[src/rtl/edge_det.sv]
// -----------------------------------------------------------------------------
// edge_det
//
// Single-bit synchronous edge detector. The input level is sampled on every
// rising clock edge. When the selected transition is seen, a registered
// one-shot pulse of PULSE_LEN cycles is issued on det_o.
//
// Parameters:
//   EDGE_MODE    0 = rising, 1 = falling, 2 = both edges (3 and above act as 0)
//   PULSE_LEN    pulse length in cycles, 1..255 (0 acts as 1, >255 clamps)
//   SYNC_STAGES  synchronizer depth, 2..4, used only with EDGE_DET_SYNC_EN
//
// Optional feature macro:
//   EDGE_DET_SYNC_EN  when defined, sig_i passes through a SYNC_STAGES-deep
//                     flop chain before edge detection (for asynchronous
//                     sources). When undefined, sig_i must be synchronous
//                     to clk and feeds the detector directly.
//
// Ports:
//   clk    input   single clock, all state updates on its rising edge
//   rst    input   synchronous, active-high reset
//   sig_i  input   level signal to monitor
//   det_o  output  registered detection pulse, active-high
// -----------------------------------------------------------------------------
module edge_det #(
    parameter int EDGE_MODE   = 0,
    parameter int PULSE_LEN   = 1,
    parameter int SYNC_STAGES = 2
) (
    input  logic clk,
    input  logic rst,
    input  logic sig_i,
    output logic det_o
);

    // Out-of-range edge modes fall back to rising-edge detection.
    localparam int EDGE_EFF = (EDGE_MODE == 1) ? 1 :
                              (EDGE_MODE == 2) ? 2 : 0;

    // The counter is 8 bits wide, so the reload value is kept within 1..255.
    localparam int PULSE_EFF = (PULSE_LEN < 1)   ? 1   :
                               (PULSE_LEN > 255) ? 255 : PULSE_LEN;
    localparam logic [7:0] PULSE_CNT = 8'(PULSE_EFF);

    // A synchronizer depth outside 2..4 is a configuration mistake, caught
    // at elaboration regardless of whether the synchronizer is compiled in.
    if (SYNC_STAGES < 2 || SYNC_STAGES > 4) begin : g_sync_range
        $error("edge_det: SYNC_STAGES must be in the range 2..4");
    end

    logic       s;
    logic       sig_q;
    logic       hit;
    logic [7:0] cnt;
    logic [7:0] cnt_next;

`ifdef EDGE_DET_SYNC_EN
    localparam int SYNC_N = (SYNC_STAGES < 2) ? 2 :
                            (SYNC_STAGES > 4) ? 4 : SYNC_STAGES;

    logic [SYNC_N-1:0] sync_q;

    always_ff @(posedge clk) begin
        if (rst) begin
            sync_q <= '0;
        end else begin
            sync_q <= {sync_q[SYNC_N-2:0], sig_i};
        end
    end

    assign s = sync_q[SYNC_N-1];
`else
    assign s = sig_i;
`endif

    always_comb begin
        hit = 1'b0;
        case (EDGE_EFF)
            1:       hit = ~s & sig_q;
            2:       hit = s ^ sig_q;
            default: hit = s & ~sig_q;
        endcase
    end

    // A hit reloads the counter even mid-pulse, so closely spaced edges
    // merge into one extended pulse instead of producing a second one.
    always_comb begin
        cnt_next = cnt;
        if (hit) begin
            cnt_next = PULSE_CNT;
        end else if (cnt != 8'd0) begin
            cnt_next = cnt - 8'd1;
        end
    end

    // det_o is registered from the next counter value, so it is high exactly
    // while the counter is non-zero, with no path from sig_i to the output.
    always_ff @(posedge clk) begin
        if (rst) begin
            sig_q <= 1'b0;
            cnt   <= 8'd0;
            det_o <= 1'b0;
        end else begin
            sig_q <= s;
            cnt   <= cnt_next;
            det_o <= (cnt_next != 8'd0);
        end
    end

endmodule

[config.mk]
export PLATFORM = sky130hd
export DESIGN_NAME = edge_det
export DESIGN_NICKNAME = d
export VERILOG_FILES = /design/src/rtl/edge_det.sv
export SDC_FILE = /design/constraint.sdc
export NUM_CORES = 1
export LEC_CHECK = 0
export CAP_MARGIN = 20
export CORE_AREA = 2 2 39 41
export DETAILED_ROUTE_END_ITERATION = 7
export DIE_AREA = 0 0 41 43
export PLACE_DENSITY_LB_ADDON = 0.15
export SETUP_SLACK_MARGIN = 0.3
export SKIP_CTS_REPAIR_TIMING = 1
export SYNTH_ARGS = -nofsm -noshare
export SYNTH_HDL_FRONTEND = slang
export SYNTH_SLANG_ARGS = --single-unit
[constraint.sdc]
create_clock -name clk -period 2.8 [get_ports clk]
set_input_delay 0.56 -clock clk [delete_from_list [all_inputs] [get_ports clk]]
set_output_delay 0.56 -clock clk [all_outputs]
set_load 0.01 [all_outputs]
==> flow_summary.ini, run 1 <==
[outcome]
status = completed

[global_routing]
grt_pass1_wl_um = 1660
grt_max_degree = 9
grt_pass1_vias = 365
antenna_found_initial = 0
gr-total-overflow = 0
grt_use_total_pct = 14.7

[timing]
setup_viol = 0
hold_viol_final = 0
rsz0062_at_grt = false
finalSetupTns_ps = 0
report.final.slew_viol_count = 0
min_period_over_period_pct = 73.5
period_needed_ps = 2060
max_slew_margin_pct = 70.9
skew_ps = 10.8
tightest_slew_ps = 431
fmax_mhz = 486

[logic_synthesis]
synth.top_cell.area_share_pct = 35.8
netlist_top_cells_area = dfxtp_1 (36%), xnor2_1 (7.8%), nor2_1 (6.7%)
ys_seq_elements = 10
synth_area_leader_cell = dfxtp_1
synth_common_cells = dfxtp_1 (10), nor2_1 (10), nand2_1 (6)
ys_seq_area_share_pct = 35.8
async_flop_share_pct = 0
avgSynthCellArea_um2 = 8.88
synth_cell_types = 25
synth-edff-count = 0
postSynthCellCount = 63
synth_flop_cell = dfxtp_1
synth_area_um2 = 559
syn-num-nets = 68
yosys_warnings = 0

[setup_path]
critPathCaptureType = flop
worst-setup-path-type = flop to flop
arrival_ps = 2210
crit_chain = inv_1 > ha_1 > or4b_4 > a2111oi_4 > nor3_1 > o31a_1
path_max_fanout = 6
reg2reg_depth = 6
worstPathRequired_ps = 2950
critical-path-slowest-cell = or4b_4
max_stage_delay_ps = 520
cp.depth = 6
crit_family = compound AO/OA/AOI/OAI gates
start_kind = flop
r2r_start = cnt[0]
crit_start = cnt[0]
critical_path_buf_inv_count = 1

[cts]
cts.sinks = 10
htreeDepth = 1
clk-insertion-delay-late_ps = 270
cts_tree = yes
cts.reportedPaths.clkPinSlew_ps = 70
clockBufferDepth = 2
numCtsBuffers = 3
clock_tree.root_cell = clkbuf_4

[layout]
drive_above_1_share_pct = 7.46
n_antenna_cell = 0
final_net_count = 74
area_growth_syn_to_layout_pct = 9.62

[detailed_routing]
drc = 0
firstDrtPassIters = 4
avgViaCountPerCell = 5.20
wl_per_cell_um = 12.0
ant_nets = 0
routed_wl_um = 999
dr.first_iter.drc_count = 8
dr_total_vias = 432

[floorplanning]
dieArea_um2 = 1760
die_w_um = 41
rows = 14
core_area_um2 = 1380
die_y_um = 43
io_pins = 4
start_util_pct = 40.4

[placed_design]
portBuffers = 3
place_congestion = 0.803
hpwl_um = 743

[min_path]
hold_path_depth = 2
hold_path.class = flop to flop
min_from = cnt[4]

[job]
max-cap-violations = 0
[kinds of logic (layout without fill, tap and decap cells)]
| logic type | Yosys count | after routing | share of synthesized area, % |
|---|---|---|---|
| xor gates and xnor gates | 6 | 6 | 9.40 |
| buffers and inverters | 4 | 8 | 4.70 |
| and+or+nand+nor | 32 | 32 | 30.9 |
| DFF | 10 | 10 | 35.8 |
| adders and majority gates | 2 | 2 | 4.47 |
| AOI/OAI and AO/OA | 9 | 9 | 14.8 |
[worst reg2reg max path: stages (launching register included)]
cell       delay (ps)
dfxtp_1           350
inv_1             110
ha_1              260
or4b_4            520
a2111oi_4         350
nor3_1             70
o31a_1            290
[placed cells by master, fill, tap and decap left out, drive strengths merged, types with 2 or more instances in the layout]
cell / instances
a2111oi: 2
a21oi: 3
clkbuf: 3
clkdlybuf4s50: 3
dfxtp: 10
ha: 2
inv: 2
nand2: 6
nor2: 10
nor2b: 3
nor3: 4
nor4b: 2
or3: 2
xnor2: 5
[flip-flops by register name, summed over array words and instances, names as in the netlist]
register and count:
det_o 1, cnt 8, sig_q 1
[routing by layer]
metal | vias up | wire length [um] | track usage [%]
li1 | 231 | - | -
met1 | 192 | 522 | 20.1
met2 | 5 | 420 | 17.8
met3 | 4 | 29 | 4.71
met4 | 0 | 26 | 12.0
met5 | - | 0 | 0
[final cells by class]
cell class / count / area, um^2
tap: 16 / 20.0
multi-input combinational: 49 / 333
timing repair buffer: 3 / 30.0
inverter: 2 / 7.51
clock buffer: 3 / 22.5
sequential: 10 / 200
fill: 146 / 771
[path summary, 6_finish.rpt]
path,endpoint,slack [ps]
max,det_o,740
min,cnt[4],530
max reg2reg,det_o,740
min reg2reg,cnt[4],530
[through the flow]
step | area [um^2] | util [%] | hold slack, ps | setup WS, ps | instances
floorplan | 559 | - | 471 | 849 | 63
global placement | 591 | 42.7 | 513 | 738 | 80
detailed placement | 591 | 42.7 | 514 | 750 | 80
CTS | 613 | 44.3 | 524 | 732 | 83
global route | 613 | 44.3 | 554 | 647 | 83
finish | 613 | 44.3 | 526 | 743 | 83
Power of run 1 is not shown: default switching activity piles up to over one toggle a cycle in this logic, so the estimate is an artifact.
==> run 2: changes to the inputs <==
==> constraint.sdc (replaced) <==
create_clock -name clk -period 1.69 [get_ports clk]
set_input_delay 0.338 -clock clk [delete_from_list [all_inputs] [get_ports clk]]
set_output_delay 0.338 -clock clk [all_outputs]
set_load 0.01 [all_outputs]
==> run 2 against run 1 <==
The run now ends with setup timing left. Worst hold slack better by 5.9 ps. Non-clock buffer count up 17. Flip-flop and latch count unchanged. Critical path type unchanged. Largest cell class unchanged. Highest routed layer unchanged.
==> flow_summary.ini, run 2 (synthesized netlist as in run 1, its figures left out) <==
[floorplanning]
die_w_um = 41
io_pins = 4
die_y_um = 43
dieArea_um2 = 1760
core_area_um2 = 1380
start_util_pct = 40.4
rows = 14

[layout]
largest_reg_flops = 8
fillers = 120
final_util_pct = 59.9
final_common_cell = buf_4
area_growth_syn_to_layout_pct = 48.1
final_net_count = 91
top_regs = cnt: 8 flops, det_o: 1 flops, sig_q: 1 flops
drive_above_1_share_pct = 45.9
most-common-layout-cells = buf_4 (17), nor2_1 (9), dfxtp_1 (8), xnor2_1 (4), nand2_1 (4)
layoutNonFillerInstCount = 101
top_register = cnt
n_antenna_cell = 0

[setup_path]
worst-setup-path-type = flop to flop
path_max_fanout = 2
worst-r2r-setup-slack_ps = -3
critPathCaptureType = flop
worstPathRequired_ps = 1860
arrival_ps = 1860
start_kind = flop

[cts]
htreeDepth = 1
cts.reportedPaths.clkPinSlew_ps = 70
cts.sinks = 10
clock_tree.root_cell = clkbuf_4
cts_tree = yes
clk-insertion-delay-late_ps = 270
clockBufferDepth = 2
numCtsBuffers = 3

[detailed_routing]
routed_wl_um = 1390
avgViaCountPerCell = 5.31
ant_nets = 0
firstDrtPassIters = 4
wl_per_cell_um = 13.7
drc = 0
dr_total_vias = 536
dr.first_iter.drc_count = 8

[timing]
rsz0062_at_grt = true
finalSetupTns_ps = -2.96
tightest_slew_ps = 368
hold_viol_final = 0
report.final.slew_viol_count = 0
max_slew_margin_pct = 75.4
skew_ps = 7.47
setup_ws_ps = -2.96
hold_ws_ps = 532
min_period_over_period_pct = 100
fmax_mhz = 591
setup_viol = 1
period_needed_ps = 1690

[global_routing]
gr-total-overflow = 0
grt_pass1_vias = 486
grt_use_total_pct = 20.1
grt_max_degree = 8
antenna_found_initial = 0
grt_pass1_wl_um = 2210

[placed_design]
hpwl_um = 951
portBuffers = 3
dpl.cell_count = 97
place_congestion = 0.773

[min_path]
hold_path.class = flop to flop

[job]
max-cap-violations = 0

[outcome]
status = complete, but fails checks
failed_checks = setup timing
run 2: layout make-up:
type,instances,area [um^2],area share [%]
flip-flops and latches,10,203,24.5
well taps,16,20.0,2.42
repair buffers,20,160,19.3
inverters,2,7.51,0.906
clock buffers,4,36.3,4.38
multi-input cells,49,402,48.5
run 2: final timing paths:
| kind | cells after the start | start | endpoint |
|---|---|---|---|
| worst max-delay path | 6 | cnt[1] | det_o |
| worst min-delay path | 2 | cnt[7] | cnt[7] |
| worst max register to register | 6 | cnt[1] | det_o |
| worst min register to register | 2 | cnt[7] | cnt[7] |
run 2: routing by layer:
| metal | wire [um] | share of wire [%] | vias to the layer above | global-route usage [%] |
|---|---|---|---|---|
| met3 | 49 | 3.5 | 4 | 7.33 |
| li1 | - | - | 266 | - |
| met1 | 585 | 42 | 257 | 24.8 |
| met5 | 0 | 0 | - | 0 |
| met4 | 23 | 1.7 | 0 | 14.7 |
| met2 | 728 | 53 | 9 | 27.2 |
run 2: worst max-delay path, cell delays in order, from the launching register on:
cell,delay [ps]
dfxtp_2,320
inv_2,70
ha_4,130
or4b_4,470
a2111oi_4,290
nor3_1,80
o31a_1,230
run 2: through the flow:
step	setup slack [ps]	instance area [um^2]
floorplan	-50.8	586
global placement	-15.9	744
detailed placement	-24.5	744
CTS	-28.6	781
global route	-55.5	828
finish	-2.96	828
Power of run 2 is left out for the same reason.
==> run 3: changes to the inputs <==
--- a/config.mk
+++ b/config.mk
@@ -7,6 +7,7 @@
 export LEC_CHECK = 0
 export CAP_MARGIN = 20
 export CORE_AREA = 2 2 39 41
+export CTS_CLUSTER_SIZE = 16
 export DETAILED_ROUTE_END_ITERATION = 7
 export DIE_AREA = 0 0 41 43
 export PLACE_DENSITY_LB_ADDON = 0.15
==> results of run 3 <==
No change in the layout: final DEF, timing and power equal those of run 2.
Power of run 3 is left out for the same reason.
==> variant (config.mk and constraints of run 3) <==
Add a define of `EDGE_DET_SYNC_EN`.
--- a/src/rtl/edge_det.sv
+++ b/src/rtl/edge_det.sv
@@ -22,6 +22,8 @@
 //   sig_i  input   level signal to monitor
 //   det_o  output  registered detection pulse, active-high
 // -----------------------------------------------------------------------------
+`define EDGE_DET_SYNC_EN
+
 module edge_det #(
     parameter int EDGE_MODE   = 0,
     parameter int PULSE_LEN   = 1,
Check against the original RTL: not equivalent (a bounded check fails within 4 cycles, from zero or initial values and one cycle with rst high).
==> variant against run 3 <==
First-iteration DRC count decreased by 50%. Critical path type unchanged. Worst setup slack improved by 0.25 ns. Synthesized cell count increased by 1.6%. Area after synthesis increased by 8.9%. Sequential cell count increased by 2. Highest routed layer unchanged. Largest cell class unchanged. Routed wire length decreased by 28%. Critical endpoint unchanged. Design area decreased by 17%.
==> variant: results (changes against run 3) <==
• **Post-Route Setup TNS** 0 ns, was -0.00296 ns
• **mean number of vias per cell** 5.06, was 5.31
• **final weighted congestion in routability-driven placement** 0.726, was 0.773
• **slew margin rel.** 74.9%, was 75.4%
• **synth cell count leaders** sky130_fd_sc_hd__dfxtp_1, sky130_fd_sc_hd__nor2_1, sky130_fd_sc_hd__xor2_1, was sky130_fd_sc_hd__dfxtp_1, sky130_fd_sc_hd__nor2_1, sky130_fd_sc_hd__nand2_1, sky130_fd_sc_hd__xnor2_1, sky130_fd_sc_hd__nor3_1
• **largest delay contributor family on the critical path** simple AND/OR/NAND/NOR gates, unchanged
• **fill cell total of the finished layout** 136, was 120
• **number of global-route vias before repair** 386, was 486
• **largest net degree at the start of global routing** 9, was 8
• **worst-case clock skew** 0.000173 ns, was 0.00747 ns
• **global-route wire length before repair** 1650 um, was 2210 um
• **run status** complete, no violations, was complete, but fails checks
• **CTS buffer count** 3, unchanged
• **sinks on the clock net** 12, was 10
• **hpwl dp** 727 um, was 951 um
• **largest registers** cnt: 8 flops, sync_q: 2 flops, was cnt: 8 flops, det_o: 1 flops, sig_q: 1 flops
• **fraction of final layout cells with drive strength greater than 1** 18.6%, was 45.9%
• **count of port buffers added during placement** 3, unchanged
• **proportion of synthesized chip area in sequential cells** 39.4%, was 35.8%
• **Post-Synthesis Net Count** 69, was 68
• **Post-layout nets** 77, was 91
• **Post-DP Area** 653 um^2, was 744 um^2
• **critical-path cell with the highest stage delay** sky130_fd_sc_hd__dfxtp_1, was sky130_fd_sc_hd__or4b_4
• **top post-synthesis cells by area** sky130_fd_sc_hd__dfxtp_1, sky130_fd_sc_hd__nor2_1, sky130_fd_sc_hd__xor2_1, was sky130_fd_sc_hd__dfxtp_1, sky130_fd_sc_hd__xnor2_1, sky130_fd_sc_hd__nor2_1
• **Max FO, Critical Path** 6, was 2
• **max incr delay on CP** 0.41 ns, was 0.47 ns
• **number of distinct standard cells referenced by the synthesized netlist** 27, was 25
• **all-layer global routing usage** 14.3%, was 20.1%
• **antenna violations before repair** 0, unchanged
• **router iterations before antenna repair** 5, was 4
• **wire length per cell** 11.6 um, was 13.7 um
• **count of routing violations after the opening detailed-route iteration** 4, was 8
• **Crit path arrival time** 1.60 ns, was 1.86 ns
variant: path summary, 6_finish.rpt:
kind / start / slack [ns] / end / cells after the start
worst min register to register: sync_q[0]$_SDFF_PP0_ / 0.45 / sync_q[1]$_SDFF_PP0_ / 1
worst min-delay path: sync_q[0]$_SDFF_PP0_ / 0.45 / sync_q[1]$_SDFF_PP0_ / 1
worst max register to register: cnt[1]$_SDFF_PP0_ / 0.25 / det_o$_SDFF_PP0_ / 5
worst max-delay path: cnt[1]$_SDFF_PP0_ / 0.25 / det_o$_SDFF_PP0_ / 5
variant: final cells by class:
class / count / share of cell area, %
Sequential cell: 12 / 35.3
Tap cell: 16 / 2.90
Clock buffer: 3 / 3.26
Inverter: 3 / 1.63
Multi-Input combinational cell: 47 / 50.0
Timing Repair Buffer: 5 / 6.88
variant: cell families after synthesis:
logic type / count (synthesis) / synth area share (%)
flops: 12 / 39.4
xor+xnor: 7 / 10.1
fa+ha+maj: 2 / 4.11
simple gates: 29 / 30.2
buf+inv: 5 / 4.31
compound gates: 9 / 11.9
variant: layer usage:
layer  wire length, um  GRT usage, %  vias up  share of wire (%)
met3                30          4.71        2                3.0
met2               464          20.3        7                 46
met4                 9          10.0        0               0.90
li1                  -             -      234                  -
met5                 0             0        -                  0
met1               497          17.1      192                 50
variant: power groups by stage:
stage               clock network, mW  logic (mW)  registers, mW
floorplan                           0       0.757          0.483
global placement                    0       0.830          0.533
detailed placement                  0       0.825          0.532
CTS                             0.182       0.830          0.525
global route                    0.195       0.959          0.550
finish                          0.173       0.869          0.530
variant: worst register-to-register path, delay by kind of cell (launching register included):
family                     cells  cell delay (ns)
adders and majority gates      1             0.31
AOI/OAI and AO/OA              1             0.07
and+or+nand+nor                2             0.45
buffers and inverters          1             0.09
DFF                            1             0.41
variant: metrics by stage:
| step | std cells | utilization, % | setup WS (ns) |
|---|---|---|---|
| final | 86 | 49.9 | 0.250 |
| after global routing | 86 | 49.9 | 0.229 |
| after CTS | 85 | 48.8 | 0.230 |
| after detailed placement | 82 | 47.2 | 0.249 |
| after global placement | 82 | 47.2 | 0.226 |
| after floorplan | 64 | - | 0.313 |
